==> src/rtl/mem_port_arbiter.sv <==
// Arbitrates the shared fixed-latency memory between instruction fetch and data access.
// Data accesses win by default; a streak limit guarantees fetch progress.
module mem_port_arbiter #(
  parameter int LATENCY      = 4,
  parameter int ADDR_W       = 16,
  parameter int DATA_W       = 16,
  parameter int MAX_D_STREAK = 2
) (
  input  logic              clk,
  input  logic              reset_n,
  input  logic              i_req,
  input  logic [ADDR_W-1:0] i_addr,
  input  logic              i_cancel,
  output logic              i_ready,
  output logic [DATA_W-1:0] i_data,
  output logic              i_stall,
  input  logic              d_req,
  input  logic              d_we,
  input  logic [ADDR_W-1:0] d_addr,
  input  logic [DATA_W-1:0] d_wdata,
  output logic              d_ready,
  output logic [DATA_W-1:0] d_rdata,
  output logic              d_stall,
  output logic              mem_read,
  output logic              mem_write,
  output logic [ADDR_W-1:0] mem_addr,
  output logic [DATA_W-1:0] mem_wdata,
  input  logic [DATA_W-1:0] mem_rdata
);

  localparam int CNT_W  = $clog2(LATENCY);
  localparam int STRK_W = $clog2(MAX_D_STREAK + 1);
  localparam logic [CNT_W-1:0]  CNT_LAST = CNT_W'(LATENCY - 1);
  localparam logic [STRK_W-1:0] STRK_MAX = STRK_W'(MAX_D_STREAK);

  typedef enum logic [1:0] {
    ST_IDLE   = 2'd0,
    ST_I_BUSY = 2'd1,
    ST_D_BUSY = 2'd2
  } state_t;

  state_t              r_state, w_state_nxt;
  logic [CNT_W-1:0]    r_cnt, w_cnt_nxt;
  logic [STRK_W-1:0]   r_streak, w_streak_nxt;
  logic                r_discard, w_discard_nxt;
  logic                r_mem_read, w_mem_read_nxt;
  logic                r_mem_write, w_mem_write_nxt;
  logic [ADDR_W-1:0]   r_mem_addr, w_mem_addr_nxt;
  logic [DATA_W-1:0]   r_mem_wdata, w_mem_wdata_nxt;
  logic                r_i_ready, w_i_ready_nxt;
  logic                r_d_ready, w_d_ready_nxt;
  logic [DATA_W-1:0]   r_i_data, w_i_data_nxt;
  logic [DATA_W-1:0]   r_d_rdata, w_d_rdata_nxt;

  logic                w_dv;
  logic                w_iv;
  logic                w_last;

  // A port is not re-arbitrated in the cycle its ready pulse is visible.
  assign w_dv   = d_req & ~r_d_ready;
  assign w_iv   = i_req & ~r_i_ready & ~i_cancel;
  assign w_last = (r_cnt == CNT_LAST);

  always_comb begin
    w_state_nxt     = r_state;
    w_cnt_nxt       = r_cnt;
    w_streak_nxt    = r_streak;
    w_discard_nxt   = r_discard;
    w_mem_read_nxt  = r_mem_read;
    w_mem_write_nxt = r_mem_write;
    w_mem_addr_nxt  = r_mem_addr;
    w_mem_wdata_nxt = r_mem_wdata;
    w_i_ready_nxt   = 1'b0;
    w_d_ready_nxt   = 1'b0;
    w_i_data_nxt    = r_i_data;
    w_d_rdata_nxt   = r_d_rdata;

    case (r_state)
      ST_IDLE: begin
        if (w_dv && w_iv && (r_streak == STRK_MAX)) begin
          w_state_nxt     = ST_I_BUSY;
          w_mem_addr_nxt  = i_addr;
          w_mem_read_nxt  = 1'b1;
          w_mem_write_nxt = 1'b0;
          w_cnt_nxt       = '0;
          w_streak_nxt    = '0;
          w_discard_nxt   = 1'b0;
        end else if (w_dv) begin
          w_state_nxt     = ST_D_BUSY;
          w_mem_addr_nxt  = d_addr;
          w_mem_wdata_nxt = d_wdata;
          w_mem_read_nxt  = ~d_we;
          w_mem_write_nxt = d_we;
          w_cnt_nxt       = '0;
          // Cannot pass STRK_MAX: at the limit with a waiting fetch, I wins above.
          w_streak_nxt    = w_iv ? (r_streak + STRK_W'(1)) : '0;
        end else if (w_iv) begin
          w_state_nxt     = ST_I_BUSY;
          w_mem_addr_nxt  = i_addr;
          w_mem_read_nxt  = 1'b1;
          w_mem_write_nxt = 1'b0;
          w_cnt_nxt       = '0;
          w_streak_nxt    = '0;
          w_discard_nxt   = 1'b0;
        end
      end

      ST_I_BUSY: begin
        if (w_last) begin
          w_i_data_nxt   = mem_rdata;
          w_mem_read_nxt = 1'b0;
          w_state_nxt    = ST_IDLE;
          // The memory cannot abort, so a cancelled fetch just loses its pulse.
          w_i_ready_nxt  = ~(r_discard | i_cancel);
          w_discard_nxt  = 1'b0;
        end else begin
          w_cnt_nxt = r_cnt + CNT_W'(1);
          if (i_cancel) begin
            w_discard_nxt = 1'b1;
          end
        end
      end

      ST_D_BUSY: begin
        if (w_last) begin
          if (r_mem_read) begin
            w_d_rdata_nxt = mem_rdata;
          end
          w_mem_read_nxt  = 1'b0;
          w_mem_write_nxt = 1'b0;
          w_state_nxt     = ST_IDLE;
          w_d_ready_nxt   = 1'b1;
        end else begin
          w_cnt_nxt = r_cnt + CNT_W'(1);
        end
      end

      default: begin
        w_state_nxt     = ST_IDLE;
        w_mem_read_nxt  = 1'b0;
        w_mem_write_nxt = 1'b0;
      end
    endcase
  end

  always_ff @(posedge clk) begin
    if (!reset_n) begin
      r_state     <= ST_IDLE;
      r_cnt       <= '0;
      r_streak    <= '0;
      r_discard   <= 1'b0;
      r_mem_read  <= 1'b0;
      r_mem_write <= 1'b0;
      r_mem_addr  <= '0;
      r_mem_wdata <= '0;
      r_i_ready   <= 1'b0;
      r_d_ready   <= 1'b0;
      r_i_data    <= '0;
      r_d_rdata   <= '0;
    end else begin
      r_state     <= w_state_nxt;
      r_cnt       <= w_cnt_nxt;
      r_streak    <= w_streak_nxt;
      r_discard   <= w_discard_nxt;
      r_mem_read  <= w_mem_read_nxt;
      r_mem_write <= w_mem_write_nxt;
      r_mem_addr  <= w_mem_addr_nxt;
      r_mem_wdata <= w_mem_wdata_nxt;
      r_i_ready   <= w_i_ready_nxt;
      r_d_ready   <= w_d_ready_nxt;
      r_i_data    <= w_i_data_nxt;
      r_d_rdata   <= w_d_rdata_nxt;
    end
  end

  assign i_ready   = r_i_ready;
  assign i_data    = r_i_data;
  assign i_stall   = i_req & ~r_i_ready;
  assign d_ready   = r_d_ready;
  assign d_rdata   = r_d_rdata;
  assign d_stall   = d_req & ~r_d_ready;
  assign mem_read  = r_mem_read;
  assign mem_write = r_mem_write;
  assign mem_addr  = r_mem_addr;
  assign mem_wdata = r_mem_wdata;

endmodule

==> config.mk <==
export PLATFORM = sky130hd
export DESIGN_NAME = mem_port_arbiter
export DESIGN_NICKNAME = d
export VERILOG_FILES = /design/src/rtl/mem_port_arbiter.sv
export SDC_FILE = /design/constraint.sdc
export NUM_CORES = 1
export LEC_CHECK = 0
export ABC_AREA = 1
export BUFFER_PORTS_ARGS = -buffer_cell sky130_fd_sc_hd__buf_2
export CAP_MARGIN = 20
export CORE_MARGIN = 2
export CORE_UTILIZATION = 35
export DETAILED_ROUTE_END_ITERATION = 8
export PLACE_DENSITY_LB_ADDON = 0.25
export SYNTH_ARGS = -nofsm -noshare
export SYNTH_HDL_FRONTEND = slang
export SYNTH_SLANG_ARGS = --single-unit
export TNS_END_PERCENT = 1
==> constraint.sdc <==
create_clock -name clk -period 2.5 [get_ports clk]
set_input_delay 0.125 -clock clk [delete_from_list [all_inputs] [get_ports clk]]
set_output_delay 0.125 -clock clk [all_outputs]
set_load 0.02 [all_outputs]
---- Word-level counts from Yosys, hierarchy flattened ----
Index checks and enable logic that the tools add are counted.
cells by class
  mux-type cells .......................... 31
  bitwise logic cells ..................... 11
  equal/unequal tests ..................... 11
  add/sub/neg operators ................... 2
  reductions and logical operators ........ 17
operator list
  kind                                                 number
  two-way mux 16 bit                                   3
  two-way mux 2 bit                                    11
  AND reduction 3 bit                                  5
  two-way mux 1 bit                                    12
  != test 3 bit, second input constant                 3
  case mux 2 bit (2 select lines)                      2
  AND reduction 2 bit                                  4
  NOT 1 bit                                            7
  equality test 2 bit, second input constant           3
  adder 2 x 1 -> 2 bit, second input constant          2
  != test 2 bit, second input constant                 2
  != test 4 bit, second input constant                 1
  case mux 1 bit (2 select lines)                      2
  AND reduction 4 bit                                  1
  nonzero test 2 bit                                   2
  AND 1 bit                                            3
  case mux 1 bit (3 select lines)                      1
  nonzero test 3 bit                                   1
  equality test 2 x 1 -> 1 bit, second input constant  1
  logical AND 1 bit                                    2
  logical NOT 2 bit                                    1
  != test 2 x 1 -> 1 bit, second input constant        1
  OR reduction 2 bit                                   1
  OR 1 bit                                             1
word-level totals
  output and inout port bits .............. 70
  register bits ........................... 75
  logic and storage cells ................. 84
  input bits .............................. 70

---- Logic depth before layout (Yosys ltp) ----
Gate-level depths: netlist (run 1).
  word-level depth ........................ 7
  gate-level depth with buffers ........... 10
  gate-level depth less buffers ........... 9

---- Worst setup path before layout (run 1) ----
Ideal clock, no wire load.
  kind .................................... register to register
  from .................................... reg r_i_ready, in the netlist i_ready
  to ...................................... reg r_mem_addr[1], in the netlist mem_addr[1]
  setup slack ............................. 1.164 ns
  stages on the path, launching flop included .. 9
  library setup time ...................... 0.109 ns
  period minus slack after synthesis ...... 1.336 ns
  data required time ...................... 2.391 ns
  arrival time ............................ 1.227 ns
  buffers on the path ..................... 2
  path through ............................ dfxtp_1 > nor2_4 > nand3_4 > buf_6 > buf_8 > nand3_2 > nand3_1 > nand2_1 > inv_1
between the ends
  longest elaborated chain between the ends .. 7
  elaborated cells on any way between the ends .. 8
  those cells by class .................... mux: 1; bitwise: 3; reduce/logical: 4
ends and longest elaborated chain
  what                            line  source
  start, declared                 50    logic r_i_ready, w_i_ready_nxt;
  start signal, assigned          169   r_i_ready <= w_i_ready_nxt;
  NOT 1 bit *                     n/a
  AND 1 bit *                     n/a
  named net i_stall               16    output logic i_stall,
  AND 1 bit *                     61    assign w_iv = i_req & ~r_i_ready & ~i_cancel;
  logical AND 1 bit (2 in a row)  80    if (w_dv && w_iv && (r_streak == STRK_MAX)) begin
  nonzero test 3 bit (no line)    n/a
  AND reduction 2 bit (no line)   n/a
  end signal, assigned            167   r_mem_addr <= w_mem_addr_nxt;
  end, declared                   48    logic [ADDR_W-1:0] r_mem_addr, w_mem_addr_nxt;
Mark *: on every way through the listed nets, which the timed path passes. The rest lies on a longest branch.
A chain may end at the register's enable or synchronous reset.

---- Final worst setup path (run 1) ----
  from .................................... reg r_streak[0]
  to ...................................... reg r_mem_wdata[8], in the netlist mem_wdata[8]
between the ends
  longest elaborated chain between the ends .. 4
ends and longest elaborated chain
  what                           line  source
  start, declared                44    logic [STRK_W-1:0] r_streak, w_streak_nxt;
  start signal, assigned         163   r_streak <= w_streak_nxt;
  equality test 2 bit            80
  logical AND 1 bit              80
  NOT 1 bit (no line)            n/a
  AND reduction 3 bit (no line)  n/a
  end signal, assigned           168   r_mem_wdata <= w_mem_wdata_nxt;
  end, declared                  49    logic [DATA_W-1:0] r_mem_wdata, w_mem_wdata_nxt;
Every way passes these cells.

==> results.toml, run 1 <==
[timing]
final_hold_viol_count = 0
tightest_slew_ps = 798.7
setup_tns_ps = 0
clock_skew_ps = 9.377
min_period_over_period_pct = 66.91
clock.fmax_mhz = 597.9
setup_viol = 0
slew_viol_final = 0
layout_min_cycle_time_ps = 1673
relSlewSlack_pct = 46.69
rsz0062_at_grt = "false"

[yosys]
synth_common_cells = "82 x nand2_1, 75 x dfxtp_1, 74 x nor2_1, 48 x inv_1, 40 x a21oi_1"
synth_top_family_by_area = "simple AND/OR/NAND/NOR gates"
ys_seq_elements = 75
synthSimpleGateAreaFrac_pct = 27.93
synth-warning-count = 0
synth_compound_area_share_pct = 12.21
synth-xor-area-share_pct = 0
netlist_area_sq_mm = 0.003217
yosysTopAreaCellShare_pct = 46.67
ys_top_cells_by_area = "dfxtp_1 47%, nand2_1 9.6%, nor2_1 8.6%, a21oi_1 6.2%, o21ai_0 5.8%"
synth_nets = 512
synth-edff-count = 0
synth_area_leader_cell = "dfxtp_1"
syn_avg_cell_area_sq_um = 7.361
synth-seq-area-share_pct = 46.67
synthMuxAreaShare_pct = 0
yosysMostFrequentCell = "nand2_1"
ys.flop_type = "dfxtp_1"
synthAdderAreaFrac_pct = 1.945
syn_inst = 437
ys_types = 24
synthArstFlopShare_pct = 0

[clock_network]
cts.sinks = 75
cts_tree = "yes"
path_clk_slew_ps = 80
cts-root-buf = "clkbuf_8"
cts_buffers = 9
htree_levels = 3
clk-insertion-delay-late_ps = 340
cts_max_path_buffers = 2
post_cts_buffers = 0

[worst_setup_path]
r2r_cells = 7
cp-start-kind = "flip-flop"
required_ps = 2780
worstSetupStartpoint = "r_streak[0]"
reg2reg_from = "r_streak[0]"
r2r-end = "mem_wdata[8]"
arrival_ps = 1950
crit_type = "reg2reg"
r2r_slack_ps = 830
crit_fanout = 21
cp-end-kind = "flip-flop"

[grt]
grt-ovfl-total = 0
grt_max_degree = 37
grt_pass1_vias = 2765
grt_pass1_wl_um = 12560
grt_usage_pct = 15.86
antenna_found_initial = 0

[die]
dieArea_sq_mm = 0.009974
die_x_um = 99.87
fp.dieH_um = 99.87
pin_count = 140
num_rows = 34
initial_core_util_pct = 36.53
core_sq_mm = 0.008806

[pwr]
power_frac_clock_pct = 25.8
intPower_uw = 2249
p_leak_uw = 0.002111
ir_drop_mv = 0.4844
swShare_pct = 36.37
net-switching-power_uw = 1286
pwr_density_cell_mw_per_mm2 = 857.9
sequentialPowerShare_pct = 41.2
pwr-share-comb_pct = 33.0

[route]
drc = 0
avgRoutedWirePerCell_um = 11.68
totalWireLength_um = 7956
first_pass_iters = 4
drt_iter0_drc = 125
vias_per_cell = 4.577
drtAntennaViolNets = 0
vias = 3117

[status]
status = "completed"

[hold_path]
min-delay-start = "d_wdata[3]"
min_to = "mem_wdata[3]"
worst_hold_path_type = "in2reg"
whs_path_depth = 3

[layout]
syn_to_final_growth_pct = 28.08
utilization_pct = 46.79
fin_nets = 644
drive_gt1_share_pct = 30.54
antennaDiodeCount = 0

[flow_run]
maxCapViolations = 0

[place]
dpl.hpwl_um = 5679
portBuffers = 139
gp_congestion = 0.7623
-- routing by layer --
metal  up-vias  share of wire, %  wire length (um)  GRT usage (%)
met4         0               1.8               141          5.479
li1       1641                 -                 -              -
met5         -                 0                 0              0
met3        12               7.0               558          4.457
met2       110                43              3452          25.42
met1      1354                48              3804          20.60
-- through the flow --
stage / setup slack, ps / instance area, sq um / total power (uW) / instances / hold slack (ps)
CTS: 788.9 / 4120 / 3587 / 681 / 4.825
floorplan: 1164 / 3217 / 2383 / 437 / 203.7
detailed placement: 812.0 / 3918 / 2657 / 665 / 362.4
global route: 612.2 / 4120 / 3809 / 681 / 3.826
global placement: 888.1 / 3918 / 2629 / 665 / 344.6
finish: 827.4 / 4120 / 3535 / 681 / 18.69
-- cell type report --
type                       instances  area (sq um)
inverter                          53         201.4
fill                             905          4686
clock buffer                      11         141.4
multi-input combinational        286          1354
clock inverter                     4         51.30
timing repair buffer             144         735.7
tap                              108         135.1
sequential                        75          1501
-- worst max path at each step --
stage / to / slack, ps / cells after the start
after floorplan: mem_addr[1] / 1160 / 8
after global placement: mem_addr[15] / 890 / 7
after detailed placement: mem_wdata[8] / 810 / 7
after CTS: mem_wdata[11] / 790 / 7
after global routing: mem_wdata[14] / 610 / 7
final: mem_wdata[8] / 830 / 7
-- flip-flops by register name (all words and copies together) (netlist names) --
signal and count:
mem_read 1, mem_wdata 16, r_discard 1, mem_addr 16
i_data 16, r_streak 2, d_rdata 16, d_ready 1
i_ready 1, r_state 2, mem_write 1, r_cnt 2
-- worst max-delay path, stage by stage, from the launching register on --
cell and delay (ps):
dfxtp_1 310, inv_1 50, ha_1 220, nand3_4 270, nand3_4 280, inv_4 250, nand2_1 90, a21oi_1 120
-- cell families after synthesis --
logic type	count (synthesis)
buf+inv	76
fa+ha+maj	5
compound gates	78
flops	75
simple gates	203
-- power groups by stage --
stage	Sequential (uW)	Combinational, uW	Clock (uW)
floorplan	1650	735	0
global placement	1480	1150	0
detailed placement	1480	1170	0
CTS	1460	1180	950
global route	1480	1330	1000
finish	1460	1170	911
-- layout by cell type, fill, tap and decap left out, drive strengths merged --
cell type | netlist | final
buf | 15 | 143
nand2 | 84 | 84
dfxtp | 75 | 75
nor2 | 75 | 75
inv | 53 | 53
a21oi | 40 | 40
nand3 | 40 | 40
o21ai | 37 | 37
clkbuf | 8 | 11
ha | 5 | 5
nand4 | 2 | 2
clkinv | 0 | 2
nor3 | 1 | 1
o21bai | 1 | 1
nor4 | 1 | 1
clkinvlp | 0 | 1
bufinv | 0 | 1
dlygate4sd3 | 0 | 1
-- repair_timing --
action | 4_1_cts | 5_1_grt
hold buffers | 1 | 0
gates resized for setup | 0 | 0
hold endpoints to repair | 1 | 0
Note: power is estimated with default switching activity, not from simulation.
==> inputs of run 2 (changes only) <==
==> constraint.sdc (replaced) <==
create_clock -name clk -period 1.4 [get_ports clk]
set_input_delay 0.07 -clock clk [delete_from_list [all_inputs] [get_ports clk]]
set_output_delay 0.07 -clock clk [all_outputs]
set_load 0.02 [all_outputs]
==> run 2 against run 1 <==
Routed wire length up 3.8%; combinational power is 110% higher; worst setup slack worse by 760 ps; flip-flop and latch count is the same; first-iteration DRC count decreased by 18%; via count up 5.4%; clock skew grew 1.2 ps; critical path depth grew 4; sequential share of layout area down 4.1 points; non-clock buffer count is 42 higher; final cell count is 6.3% higher; core utilization is 6.1 points higher.
==> results.toml, run 2 (synthesis results as in run 1) <==
[status]
status = "completed"

[worst_setup_path]
cp-end-kind = "flip-flop"
required_ps = 1650
cp-start-kind = "primary input"
r2r-end = "i_data[14]"
cpMaxStageDelayCell = "dlygate4sd3_1"
path_buf_inv = 6
crit_type = "in2reg"
r2r_slack_ps = 80
crit_family = "buffers and inverters"
reg2reg_from = "r_state[1]"
crit_fanout = 32
r2r_cells = 6
arrival_ps = 1580
crit_chain = "dlygate4sd3_1 > buf_2 > inv_2 > nand3_1 > nand2_1 > nand2_2 > inv_2 > buf_12 > nand3_1 > nand2_1 > inv_1"
critical-path-max-stage-delay_ps = 550

[timing]
rsz0062_at_grt = "true"
tightest_slew_ps = 235.3
clock_skew_ps = 10.59
relSlewSlack_pct = 84.31
min_period_over_period_pct = 95.18
final_hold_viol_count = 0
slew_viol_final = 0
setup_viol = 0
clock.fmax_mhz = 750.5
layout_min_cycle_time_ps = 1333

[layout]
most-common-layout-cells = "139 x buf_2, 80 x nand2_1, 73 x nor2_1, 72 x dfxtp_1, 46 x inv_1"
final.fill_count = 850
utilization_pct = 52.86
mostFrequentLayoutCell = "buf_2"
syn_to_final_growth_pct = 44.69
drive_gt1_share_pct = 32.47
antennaDiodeCount = 0
fin_nets = 686

[route]
vias = 3285
drtAntennaViolNets = 0
drc = 0
avgRoutedWirePerCell_um = 11.40
vias_per_cell = 4.537
totalWireLength_um = 8255
first_pass_iters = 4
drt_iter0_drc = 103

[grt]
grt_pass1_wl_um = 13240
grt_max_degree = 33
use_met3_pct = 5.780
antenna_found_initial = 0
grt-ovfl-total = 0
grt-busiest-layer = "met2"
use_met2_pct = 28.79
grt_pass1_vias = 2978
grt_usage_pct = 16.23
use_met1_pct = 18.79

[pwr]
p_leak_uw = 0.002316
ir_drop_mv = 0.7711
finalPower_uw = 6882
pwr_density_cell_mw_per_mm2 = 1479

[die]
die_x_um = 99.87
pin_count = 140
num_rows = 34
core_sq_mm = 0.008806
initial_core_util_pct = 36.53
dieArea_sq_mm = 0.009974
fp.dieH_um = 99.87

[clock_network]
cts_max_path_buffers = 2
clk-insertion-delay-late_ps = 340
cts.sinks = 75
cts_tree = "yes"
cts-root-buf = "clkbuf_8"
htree_levels = 3
path_clk_slew_ps = 80
cts_buffers = 9

[hold_path]
worst_hold_path_type = "in2reg"
min_to = "i_data[8]"
whs_path_depth = 3
min-delay-start = "mem_rdata[8]"

[flow_run]
maxCapViolations = 0

[place]
portBuffers = 139
dpl.hpwl_um = 5825
gp_congestion = 0.9206
-- run 2: changes by cell type in the layout (fill, tap and decap cells not counted), sizes merged --
cell         before  now
buf             143  153
bufinv            1    2
clkbuf           11   10
clkinvlp          1    3
dlygate4sd3       1   33
inv              53   52
-- run 2: stage by stage --
| stage | setup slack [ps] | cells | instance area, sq um | TNS (ps) | hold slack (ps) |
|---|---|---|---|---|---|
| after floorplan | 64.04 | 437 | 3217 | 0 | 148.7 |
| after global placement | 30.31 | 673 | 4015 | 0 | 294.5 |
| after detailed placement | -17.07 | 673 | 4015 | -29.19 | 303.1 |
| after CTS | -20.26 | 723 | 4582 | -96.49 | 1.086 |
| after global routing | -45.75 | 724 | 4654 | -556.9 | 20.72 |
| final | 67.48 | 724 | 4654 | 0 | 14.06 |
-- run 2: layout make-up --
class / count / area (sq um) / share of cell area (%)
multi-input cells: 286 / 1391 / 29.89
repair buffers: 186 / 1189 / 25.54
clock inverters: 6 / 88.84 / 1.909
flip-flops and latches: 75 / 1505 / 32.34
well taps: 108 / 135.1 / 2.903
inverters: 53 / 207.7 / 4.462
clock buffers: 10 / 137.6 / 2.957
-- run 2: what timing repair did --
action	4_1_cts	5_1_grt
buffers inserted	1	1
endpoints found under the hold margin	36	0
cloned	0	0
hold buffers	33	0
endpoints found under the setup margin	10	52
resized for setup	1	23
pin swaps	0	1
-- run 2: metal layers --
metal | vias to the layer above | routed length (um) | share of wire, %
met2 | 102 | 3916 | 47
met5 | - | 0 | 0
met4 | 0 | 105 | 1.3
met3 | 8 | 607 | 7.4
met1 | 1452 | 3626 | 44
li1 | 1723 | - | -
-- run 2: worst max-delay path by stage --
stage,from,end,depth (start not counted)
CTS,r_state[0],i_data[2],6
detailed placement,r_state[1],r_cnt[1],8
global placement,r_state[1],r_cnt[1],8
finish,i_cancel,mem_addr[14],11
global route,i_cancel,mem_addr[9],11
floorplan,i_ready,mem_addr[1],8
-- run 2: power by group --
part	switching (uW)	leakage (uW)	internal [uW]	total [uW]
Sequential	154	0.000613	2440	2600
Combinational	1470	0.00159	973	2440
Clock	792	0.000108	1050	1840
-- run 2: tightest hold or removal path, stage by stage --
cell and delay [ps]:
buf_2 80, o21ai_0 80, nor2_1 80
==> inputs of run 3 (changes only) <==
--- a/config.mk
+++ b/config.mk
@@ -8,8 +8,9 @@
 export ABC_AREA = 1
 export BUFFER_PORTS_ARGS = -buffer_cell sky130_fd_sc_hd__buf_2
 export CAP_MARGIN = 20
+export CORE_ASPECT_RATIO = 1.5
 export CORE_MARGIN = 2
-export CORE_UTILIZATION = 35
+export CORE_UTILIZATION = 40
 export DETAILED_ROUTE_END_ITERATION = 8
 export PLACE_DENSITY_LB_ADDON = 0.25
 export SYNTH_ARGS = -nofsm -noshare
==> run 3 against run 2 <==
Die area shrank 12%; via count decreased by 0.33%; worst setup slack gained 3.9 ps; count of clock-buffer cells in the layout down 1; combinational power is 3% higher; non-clock buffer count down 9; sequential power about the same; first-iteration DRC count up 0.97%; total power grew 12%; largest power group unchanged.
==> results.toml, run 3 (synthesis results as in run 1) <==
[hold_path]
worst_hold_path_type = "in2reg"

[worst_setup_path]
cp-start-kind = "flip-flop"
crit_type = "reg2reg"
required_ps = 1660
arrival_ps = 1590
crit_fanout = 16
cp-end-kind = "flip-flop"

[die]
initial_core_util_pct = 40.68
dieArea_sq_mm = 0.008790
fp.dieH_um = 113.8
die_x_um = 77.22
core_sq_mm = 0.007908
pin_count = 140
num_rows = 40

[route]
drt_iter0_drc = 104
vias = 3274
drtAntennaViolNets = 0
first_pass_iters = 5
avgRoutedWirePerCell_um = 11.62
drc = 0
vias_per_cell = 4.598
totalWireLength_um = 8272

[timing]
tightest_slew_ps = 303.4
setup_ws_ps = 71.37
relSlewSlack_pct = 79.77
clock_skew_ps = 4.154
layout_min_cycle_time_ps = 1329
final_hold_viol_count = 0
whs_ps = 6.960
min_period_over_period_pct = 94.90
rsz0062_at_grt = "true"
clock.fmax_mhz = 752.7
setup_viol = 0
slew_viol_final = 0

[place]
dpl.hpwl_um = 5616
place_area_sq_mm = 0.004009
dp.cells = 668
gp_congestion = 0.7740
pre_cts_slack_ps = -20.50
portBuffers = 139

[clock_network]
cts-root-buf = "clkbuf_16"
cts_tree = "yes"
path_clk_slew_ps = 60
cts_buffers = 9
clk-insertion-delay-late_ps = 330
cts_max_path_buffers = 2
cts.sinks = 75
htree_levels = 3

[layout]
seqCellArea_sq_mm = 0.001505
postLayoutCellArea_sq_mm = 0.004753
final.fill_count = 745
syn_to_final_growth_pct = 47.76
most-common-layout-cells = "139 x buf_2, 80 x nand2_1, 74 x nor2_1, 72 x dfxtp_1, 44 x inv_1"
fin_nets = 677
utilization_pct = 60.11
finalNonFillerCells = 712
drive_gt1_share_pct = 34.10
multiInputGateArea_sq_mm = 0.001404
mostFrequentLayoutCell = "buf_2"
antennaDiodeCount = 0

[pwr]
pwr_density_cell_mw_per_mm2 = 1626
p_leak_uw = 0.002367
ir_drop_mv = 0.9218

[grt]
grt_usage_pct = 18.67
grt_pass1_vias = 3019
grt_pass1_wl_um = 13230
grt_max_degree = 40
antenna_found_initial = 0
grt-ovfl-total = 0

[status]
status = "completed"

[flow_run]
maxCapViolations = 0
-- run 3: cell types whose count changed in the layout (fill, tap and decap cells not counted), sizes merged --
| cell | previous run | this run |
|---|---|---|
| clkinvlp | 3 | 2 |
| dlygate4sd3 | 33 | 22 |
| clkbuf | 10 | 11 |
| clkinv | 2 | 3 |
| bufinv | 2 | 3 |
-- run 3: final cells by class --
type                            count  share of cell area (%)
Sequential cell                    75                   31.67
Multi-Input combinational cell    286                   29.53
Inverter                           53                   4.475
Clock buffer                        9                   4.738
Timing Repair Buffer              177                   24.37
Clock inverter                      7                   2.448
Tap cell                          105                   2.764
-- run 3: final timing paths --
kind	startpoint	to	slack, ps	cells after the start
max	r_streak[0]	mem_wdata[2]	70	7
min	mem_rdata[3]	i_data[3]	7	3
max reg2reg	r_streak[0]	mem_wdata[2]	70	7
min reg2reg	d_rdata[11]	d_rdata[11]	440	2
-- run 3: metal layers --
layer  routed length (um)  track usage (%)  up-vias
li1                     -                -     1708
met1                 3284            19.95     1440
met2                 4276            33.57      111
met3                  543            5.538       15
met4                  168            8.571        0
met5                    0                0        -
-- run 3: repair_timing --
item	CTS	global route
buffers inserted	0	4
setup endpoints to repair	2	56
cloned	0	2
pin swaps	0	2
gates resized for setup	5	29
endpoints found under the hold margin	22	0
hold buffers	22	0
-- run 3: where the power goes --
group	switching, uW	internal [uW]	leakage, uW
clock	876	1740	0.000165
combinational	1480	1030	0.00159
sequential	158	2450	0.000613
total	2520	5210	0.00237
-- run 3: worst max-delay path, stage by stage, from the launching register on --
cell and delay (ps):
dfxtp_1 310, inv_2 60, ha_2 190, nand3_4 150, nand3_4 180, buf_12 160, nand2_1 80, a21oi_2 140
-- run 3: through the flow --
stage               setup TNS [ps]  total power [uW]
floorplan                        0              4254
global placement                 0              4795
detailed placement          -20.50              4846
CTS                              0              7555
global route                -99.53              8227
finish                           0              7728
